## src/rtl/uart_cmd_fifo_bridge.sv

```systemverilog
// UART command bridge: RX FIFO -> command decoder with optional echo -> TX FIFO
// drained through a tx_start / tx_busy handshake.
module uart_cmd_fifo_bridge #(
  parameter int DATA_W        = 8,
  parameter int RX_DEPTH_LOG2 = 3,
  parameter int TX_DEPTH_LOG2 = 3,
  parameter int ECHO_EN       = 1,
  parameter int CASE_FOLD     = 1
) (
  input  logic                     clk,
  input  logic                     reset,
  input  logic                     rx_done,
  input  logic [DATA_W-1:0]        rx_data,
  input  logic                     tx_busy,
  input  logic                     clr_err,
  output logic                     tx_start,
  output logic [DATA_W-1:0]        tx_data,
  output logic                     cmd_clear,
  output logic                     cmd_runstop,
  output logic                     cmd_up,
  output logic                     cmd_down,
  output logic                     cmd_mode,
  output logic                     cmd_setting,
  output logic [RX_DEPTH_LOG2:0]   rx_count,
  output logic [TX_DEPTH_LOG2:0]   tx_count,
  output logic                     rx_overflow,
  output logic [7:0]               err_cnt
);

  localparam int RXN = 1 << RX_DEPTH_LOG2;
  localparam int TXN = 1 << TX_DEPTH_LOG2;

  typedef enum logic [1:0] {D_IDLE, D_DECODE, D_ECHO_WAIT} dec_state_t;
  typedef enum logic [1:0] {T_IDLE, T_WAIT_HI, T_WAIT_LO} tx_state_t;

  // One-hot {setting, mode, down, up, runstop, clear}; ASCII compared zero-extended.
  function automatic logic [5:0] f_decode(input logic [DATA_W-1:0] b);
    logic [DATA_W-1:0] c;
    c = b;
    if (CASE_FOLD != 0 && b >= DATA_W'(8'h61) && b <= DATA_W'(8'h7A))
      c = b - DATA_W'(8'h20);
    f_decode = {c == DATA_W'(8'h53), c == DATA_W'(8'h4D), c == DATA_W'(8'h44),
                c == DATA_W'(8'h55), c == DATA_W'(8'h52), c == DATA_W'(8'h43)};
  endfunction

  // ---------------- RX FIFO ----------------
  logic [DATA_W-1:0]      r_rx_mem [RXN];
  logic [RX_DEPTH_LOG2:0] r_rx_wr, r_rx_rd;
  logic                   w_rx_full, w_rx_empty, w_rx_push, w_rx_pop;
  logic [DATA_W-1:0]      w_rx_head;
  logic                   r_rx_ovf;

  assign w_rx_empty = (r_rx_wr == r_rx_rd);
  assign w_rx_full  = (r_rx_wr == {~r_rx_rd[RX_DEPTH_LOG2], r_rx_rd[RX_DEPTH_LOG2-1:0]});
  assign w_rx_push  = rx_done && !w_rx_full;
  assign w_rx_head  = r_rx_mem[r_rx_rd[RX_DEPTH_LOG2-1:0]];
  assign rx_count   = r_rx_wr - r_rx_rd;

  always_ff @(posedge clk or posedge reset) begin
    if (reset) begin
      r_rx_wr <= '0;
      r_rx_rd <= '0;
    end else begin
      if (w_rx_push) r_rx_wr <= r_rx_wr + 1'b1;
      if (w_rx_pop)  r_rx_rd <= r_rx_rd + 1'b1;
    end
  end

  always_ff @(posedge clk) begin
    if (w_rx_push) r_rx_mem[r_rx_wr[RX_DEPTH_LOG2-1:0]] <= rx_data;
  end

  // A new drop in the same cycle as clr_err keeps the flag set.
  always_ff @(posedge clk or posedge reset) begin
    if (reset)                     r_rx_ovf <= 1'b0;
    else if (rx_done && w_rx_full) r_rx_ovf <= 1'b1;
    else if (clr_err)              r_rx_ovf <= 1'b0;
  end
  assign rx_overflow = r_rx_ovf;

  // ---------------- TX FIFO ----------------
  logic [DATA_W-1:0]      r_tx_mem [TXN];
  logic [TX_DEPTH_LOG2:0] r_tx_wr, r_tx_rd;
  logic                   w_tx_full, w_tx_empty, w_tx_push, w_tx_pop;
  logic [DATA_W-1:0]      w_tx_head;

  assign w_tx_empty = (r_tx_wr == r_tx_rd);
  assign w_tx_full  = (r_tx_wr == {~r_tx_rd[TX_DEPTH_LOG2], r_tx_rd[TX_DEPTH_LOG2-1:0]});
  assign w_tx_head  = r_tx_mem[r_tx_rd[TX_DEPTH_LOG2-1:0]];
  assign tx_count   = r_tx_wr - r_tx_rd;

  // ---------------- Decoder FSM ----------------
  dec_state_t        r_dstate;
  logic [DATA_W-1:0] r_byte;
  logic [5:0]        r_cmd;
  logic [7:0]        r_err;

  assign w_rx_pop  = (r_dstate == D_IDLE) && !w_rx_empty;
  assign w_tx_push = (ECHO_EN != 0) && !w_tx_full &&
                     (r_dstate == D_DECODE || r_dstate == D_ECHO_WAIT);

  // r_cmd is loaded at the pop so the pulse lines up exactly with D_DECODE.
  always_ff @(posedge clk or posedge reset) begin
    if (reset) begin
      r_dstate <= D_IDLE;
      r_byte   <= '0;
      r_cmd    <= '0;
      r_err    <= '0;
    end else begin
      r_cmd <= '0;
      case (r_dstate)
        D_IDLE: if (!w_rx_empty) begin
          r_byte   <= w_rx_head;
          r_cmd    <= f_decode(w_rx_head);
          r_dstate <= D_DECODE;
        end
        D_DECODE: begin
          if (ECHO_EN == 0 || !w_tx_full) r_dstate <= D_IDLE;
          else                            r_dstate <= D_ECHO_WAIT;
        end
        D_ECHO_WAIT: if (!w_tx_full) r_dstate <= D_IDLE;
        default: r_dstate <= D_IDLE;
      endcase
      if (r_dstate == D_DECODE && r_cmd == '0) begin
        if (r_err != 8'hFF) r_err <= r_err + 8'd1;
      end else if (clr_err) begin
        r_err <= '0;
      end
    end
  end

  assign {cmd_setting, cmd_mode, cmd_down, cmd_up, cmd_runstop, cmd_clear} = r_cmd;
  assign err_cnt = r_err;

  always_ff @(posedge clk or posedge reset) begin
    if (reset) begin
      r_tx_wr <= '0;
      r_tx_rd <= '0;
    end else begin
      if (w_tx_push) r_tx_wr <= r_tx_wr + 1'b1;
      if (w_tx_pop)  r_tx_rd <= r_tx_rd + 1'b1;
    end
  end

  always_ff @(posedge clk) begin
    if (w_tx_push) r_tx_mem[r_tx_wr[TX_DEPTH_LOG2-1:0]] <= r_byte;
  end

  // ---------------- TX FSM ----------------
  tx_state_t         r_tstate;
  logic              r_tx_start;
  logic [DATA_W-1:0] r_tx_data;

  assign w_tx_pop = (r_tstate == T_IDLE) && !w_tx_empty && !tx_busy;

  always_ff @(posedge clk or posedge reset) begin
    if (reset) begin
      r_tstate   <= T_IDLE;
      r_tx_start <= 1'b0;
      r_tx_data  <= '0;
    end else begin
      r_tx_start <= 1'b0;
      case (r_tstate)
        T_IDLE: if (!w_tx_empty && !tx_busy) begin
          r_tx_data  <= w_tx_head;
          r_tx_start <= 1'b1;
          r_tstate   <= T_WAIT_HI;
        end
        T_WAIT_HI: if (tx_busy)  r_tstate <= T_WAIT_LO;
        T_WAIT_LO: if (!tx_busy) r_tstate <= T_IDLE;
        default: r_tstate <= T_IDLE;
      endcase
    end
  end

  assign tx_start = r_tx_start;
  assign tx_data  = r_tx_data;

endmodule
```

## config.mk

```make
export PLATFORM = sky130hd
export DESIGN_NAME = uart_cmd_fifo_bridge
export DESIGN_NICKNAME = d
export VERILOG_FILES = /design/src/rtl/uart_cmd_fifo_bridge.sv
export SDC_FILE = /design/constraint.sdc
export NUM_CORES = 1
export LEC_CHECK = 0
export CAP_MARGIN = 20
export CORE_MARGIN = 5
export CORE_UTILIZATION = 47
export CTS_CLUSTER_DIAMETER = 150
export DETAILED_ROUTE_END_ITERATION = 8
export GPL_TIMING_DRIVEN = 0
export PLACE_DENSITY = 0.72
export SYNTH_ARGS = -nofsm -noshare
export SYNTH_HDL_FRONTEND = slang
export SYNTH_SLANG_ARGS = --single-unit
```

## constraint.sdc

```tcl
create_clock -name clk -period 3.4 [get_ports clk]
set_clock_uncertainty 0.1 [all_clocks]
set_input_delay 0.51 -clock clk [delete_from_list [all_inputs] [get_ports clk]]
set_output_delay 0.51 -clock clk [all_outputs]
set_load 0.05 [all_outputs]
```

Yosys cells after proc, flatten, opt, wreduce, memory -nomap -nowiden:

Memory sizes are Yosys's and may differ from the RTL's. A register that Yosys moved wholly into a read port is not among the register bits.
Cells that the tools add are included.

* memories: 2
* flip-flop bits (word level): 44
* output and inout port bits: 32
* input bits: 13
* memory bits (writable): 128
* logic and storage cells: 96

Memory list
* r_rx_mem: words 8, width 8, read ports 1, clocked after memory_dff 0, wr ports 1, RTL line 47 `logic [DATA_W-1:0] r_rx_mem [RXN];`
* r_tx_mem: words 8, width 8, read ports 1, clocked after memory_dff 1, wr ports 1, RTL line 82 `logic [DATA_W-1:0] r_tx_mem [TXN];`

* add/sub/neg operators: 8
* bitwise logic cells: 3
* reduce and logical (&&, ||, !) cells: 25
* multiplexer cells: 24
* $lt $le $gt $ge: 2
* equality and inequality tests: 21

Operators with widths (count)
* $eq 8x7->1 const B: 6
* $mux 8: 6
* $add 4x1->4 const B: 4
* $eq 4x4->1: 4
* $mux 2: 6
* $mux 6: 2
* $pmux 2 s3: 2
* $logic_and 1x1->1: 9
* $add 8x1->8 const B: 1
* $ge 8x7->1 const B: 1
* $le 8x7->1 const B: 1
* $mux 1: 8
* $ne 2x2->1 const B: 4
* $ne 8x8->1 const B: 1
* $reduce_and 2->1: 4
* $sub 4x4->4: 2
* $sub 8x6->8 const B: 1
* $logic_not 6->1: 1
* $logic_not 1->1: 5
* $eq 2x1->1 const B: 2
* $eq 2x2->1 const B: 2
* $logic_not 2->1: 2
* $ne 2x1->1 const B: 2
* $reduce_bool 2->1: 2
* 3 further kinds: 5

Logic depth before layout (Yosys ltp):

An unclocked memory read counts as a cell.

* depth in word-level cells: 9
* gate-level depth with buffers: 11
* gate-level depth less buffers: 8

Least setup slack after synthesis:

OpenSTA, ideal clock, no wires.

* path type: reg-to-reg
* start point: register r_tx_rd[1]
* end point: memory r_tx_mem[0][0] (enable)
* clock period less this slack: 3.155 ns
* library setup time: 0.383 ns
* cell stages (with the launch flop): 11
* data required time: 2.917 ns
* setup slack: 0.245 ns
* data arrival time: 2.672 ns
* cells stage by stage: dfrtp_1 > clkbuf_1 > buf_1 > inv_1 > ha_1 > nand3_1 > nor2b_1 > nor2b_1 > clkbuf_1 > nand2_1 > nor3_1

* word-level cells in the longest chain between the ends: 5

Ends and longest elaborated chain
* from (decl): RTL line 83 `logic [TX_DEPTH_LOG2:0] r_tx_wr, r_tx_rd;`
* from (signal assigned): RTL line 141 `if (w_tx_pop) r_tx_rd <= r_tx_rd + 1'b1;`
* $eq 4x4->1: RTL line 88 `assign w_tx_full = (r_tx_wr == {~r_tx_rd[TX_DEPTH_LOG2], r_tx_rd[TX_DEPTH_LOG2-1:0]});`
* $logic_not 1->1
* $logic_and 1x1->1: RTL line 99 `assign w_tx_push = (ECHO_EN != 0) && !w_tx_full &&`
* $mux 1: RTL line 146 `if (w_tx_push) r_tx_mem[r_tx_wr[TX_DEPTH_LOG2-1:0]] <= r_byte;`
* $mux 1 (not written as such): RTL line 146
* to (decl): RTL line 82

No other way between the ends.

Worst setup path after layout:

* start point: register r_tx_rd[1]
* end point: output tx_count[3]

* word-level cells in the longest chain between the ends: 1

Ends and longest elaborated chain
* $sub 4x4->4: RTL line 90 `assign tx_count = r_tx_wr - r_tx_rd;`
* to (decl): RTL line 25 `output logic [TX_DEPTH_LOG2:0] tx_count,`

No other way between the ends.

==> results.py <==
metrics = {
    "status": {
        "outcome": "complete, no violations",
    },
    "timing": {
        "hold_viol": 0,
        "tns_ns": 0,
        "max_slew_margin": 0.398,
        "rsz0062_at_grt": "true",
        "setup_viol": 0,
        "slew_violations": 0,
        "worst_slew_pin_slew_ns": 0.898,
        "fin_crit_sh": 0.951,
        "final.min_clock_period_ns": 3.23,
        "max_freq_mhz": 309,
    },
    "routing": {
        "drc_errors": 0,
        "viasPerCell": 5.21,
        "num_vias": 4020,
        "drt-initial-drc-count": 219,
        "ant_nets": 0,
        "routed_wl_um": 13300,
        "wire_per_inst_um": 17.3,
        "drtPass1Iterations": 5,
    },
    "floorplanning": {
        "coreArea_um2": 15800,
        "io_pins": 45,
        "fp.dieW_um": 136,
        "initial_core_util": 0.474,
        "dieArea_um2": 18500,
        "die_y_um": 136,
        "num_rows": 46,
    },
    "synthesis": {
        "syn-instance-count": 475,
        "synth.area.top_cells": "edfxtp_1 (51%), dfrtp_1 (17%), mux4_2 (6.9%)",
        "synth.largest_area_cell": "edfxtp_1",
        "synth.most_common_cell": "edfxtp_1",
        "ys_seq_elements": 180,
        "synthDistinctLibCells": 47,
        "synth_ff_type": "edfxtp_1",
        "synth_nets": 505,
        "synth_edf_count": 128,
        "synthTopCellsByCount": "edfxtp_1 (128), dfrtp_1 (52), nand2_1 (41)",
        "synth_area_um2": 7470,
        "yosys_warnings": 0,
        "ys_seq_area_frac": 0.688,
        "async_flop_share": 0.289,
        "syn_avg_cell_area_um2": 15.7,
        "synth_top_area_share": 0.514,
    },
    "clocking": {
        "cts-root-buf": "clkbuf_16",
        "hold_buffers": 0,
        "clockBufferDepth": 2,
        "cts_sinks": 180,
        "cts_tree": "yes",
        "cts_made_buffers": 17,
        "clk_pin_slew_worst_paths_ns": 0.06,
        "cts.htree.levels": 4,
        "post_cts_buffers": 0,
        "clkLatencyLatePin_ns": 0.43,
    },
    "global_route": {
        "grt_overflow_total": 0,
        "grt_pass1_vias": 4145,
        "antenna_found_initial": 0,
        "grt_max_degree": 37,
        "grt_pass1_wl_um": 22200,
        "grt_usage": 0.159,
    },
    "worst_setup_path": {
        "slowest_stage": "dfrtp_1",
        "path_cells": "buf_2 > clkbuf_4 > inv_1 > ha_1 > a21o_1 > a21oi_1 > xor2_1 > clkdlybuf4s18_2",
        "r2r_slack_ns": 0.19,
        "cp_top_family": "buffers and inverters",
        "r2r_end": "r_tx_mem[6][0]$_DFFE_PP_",
        "r2r_cells": 10,
        "worst_ep_required_time_ns": 2.79,
        "reg2reg_from": "r_tx_rd[1]$_DFFE_PP0P_",
        "path_buf_inv": 4,
        "cp-start-kind": "flop",
        "slowest_delay_ns": 0.39,
        "critical_path.endpoint_type": "primary output",
        "cp.arrival_ns": 2.62,
        "worstPathMaxFanout": 10,
        "crit_type": "flop to primary output",
    },
    "final_layout": {
        "fin_cells": 771,
        "multi_input_area_um2": 2160,
        "drive_gt1_frac": 0.153,
        "diodes": 0,
        "fill_cells": 1237,
        "fin_nets": 572,
        "synthToLayoutAreaGrowth_pct": 18.6,
        "seq_area_um2": 5140,
    },
    "place": {
        "place_inst": 739,
        "gp_congestion": 0.774,
        "port_buffers": 44,
        "dpl.hpwl_um": 9510,
    },
    "worst_hold_path": {
        "hold_path.class": "primary input to asynchronous set/reset pin",
    },
    "pwr": {
        "p_total_mw": 9.47,
        "power_leakage_nw": 3.27,
        "power.density_nw_per_um2": 1070,
        "ir_drop_mv": 0.673,
    },
    "run": {
        "cap_violations": 0,
    },
}
-- worst reg2reg max path, cell delays in order, from the launching register on --
cell	delay (ns)
dfrtp_1	0.39
buf_2	0.26
clkbuf_4	0.28
inv_1	0.08
ha_1	0.29
nand3_1	0.14
nor2b_1	0.13
nor2b_1	0.13
clkbuf_1	0.25
nand2_1	0.19
nor2_1	0.59
-- placed cells by master (no fill, tap or decap), types with 5 or more instances in the layout --
master / instances
edfxtp_1: 128
dfrtp_1: 52
clkdlybuf4s50_1: 42
nand2_1: 41
nor2_1: 24
mux4_2: 23
o21ai_0: 23
inv_1: 23
mux2i_1: 17
clkbuf_16: 17
xnor2_1: 15
ha_1: 15
clkbuf_1: 10
nand3_1: 8
buf_2: 8
a21oi_1: 8
nor3_1: 8
xor2_1: 6
nor2b_1: 6
nand4_1: 5
mux4_1: 5
-- timing repair --
| item | CTS | global route |
|---|---|---|
| pin swaps | 0 | 0 |
| gates resized for setup | 8 | 9 |
| cloned | 0 | 0 |
| endpoints found under the setup margin | 66 | 54 |
| endpoints found under the hold margin | 0 | 0 |
-- power breakdown --
group	switching, mW	internal [mW]
combinational	2.50	1.55
clock	0.817	1.18
sequential	0.364	3.06
-- kinds of logic (layout without fill, tap and decap cells) --
group / count (synthesis) / in the layout / share of synthesized area
and+or+nand+nor: 117 / 117 / 0.0738
adders and majority gates: 17 / 17 / 0.0305
DFF: 180 / 180 / 0.688
xor gates and xnor gates: 21 / 21 / 0.0246
AOI/OAI and AO/OA: 46 / 46 / 0.0368
buffers and inverters: 45 / 125 / 0.0273
muxes: 49 / 49 / 0.119
-- stage by stage --
| step | hold WS [ns] | utilization | cell area, um^2 | setup WS [ns] |
|---|---|---|---|---|
| floorplan | 0.345 | - | 7470 | 0.245 |
| global placement | 0.360 | 0.519 | 8190 | -0.649 |
| detailed placement | 0.375 | 0.522 | 8230 | -0.576 |
| CTS | 0.287 | 0.561 | 8840 | 0.0279 |
| global route | 0.314 | 0.562 | 8860 | -0.116 |
| finish | 0.280 | 0.562 | 8860 | 0.166 |
-- final cells by class --
cell class,instances,share of cell area
well taps,216,0.0305
plain buffers,19,0.0126
clock inverters,12,0.0176
inverters,26,0.0110
multi-input cells,250,0.244
repair buffers,48,0.0535
clock buffers,20,0.0504
flip-flops and latches,180,0.580
-- worst max-delay path by stage --
| stage | start | end | slack, ns | depth (start not counted) |
|---|---|---|---|---|
| 2_1_floorplan | r_tx_rd[1]$_DFFE_PP0P_ | r_tx_mem[0][0]$_DFFE_PP_ | 0.24 | 10 |
| 3_3_place_gp | r_tx_rd[1]$_DFFE_PP0P_ | r_tx_mem[0][0]$_DFFE_PP_ | -0.65 | 10 |
| 3_5_place_dp | r_tx_rd[1]$_DFFE_PP0P_ | r_tx_mem[0][6]$_DFFE_PP_ | -0.58 | 11 |
| 4_1_cts | r_tx_rd[1]$_DFFE_PP0P_ | r_tx_mem[4][6]$_DFFE_PP_ | 0.03 | 10 |
| 5_1_grt | r_tx_rd[1]$_DFFE_PP0P_ | r_tx_mem[0][5]$_DFFE_PP_ | -0.12 | 11 |
| 6_report | r_tx_rd[1]$_DFFE_PP0P_ | tx_count[3] | 0.17 | 8 |
-- layer usage --
layer	share of wire	vias to the layer above	GRT usage
li1	-	1906	-
met1	0.42	2019	0.197
met2	0.53	75	0.267
met3	0.037	20	0.0448
met4	0.018	0	0.0594
met5	0	-	0
-- state kept, by name, summed over array words and instances (netlist names) --
name         flops
err_cnt          8
r_byte           8
r_cmd            6
r_dstate         2
r_rx_mem        64
r_rx_rd          4
r_rx_wr          4
r_tstate         2
r_tx_mem        64
r_tx_rd          4
r_tx_wr          4
rx_overflow      1
tx_data          8
tx_start         1
No activity file was read; power rests on OpenSTA's default activity.
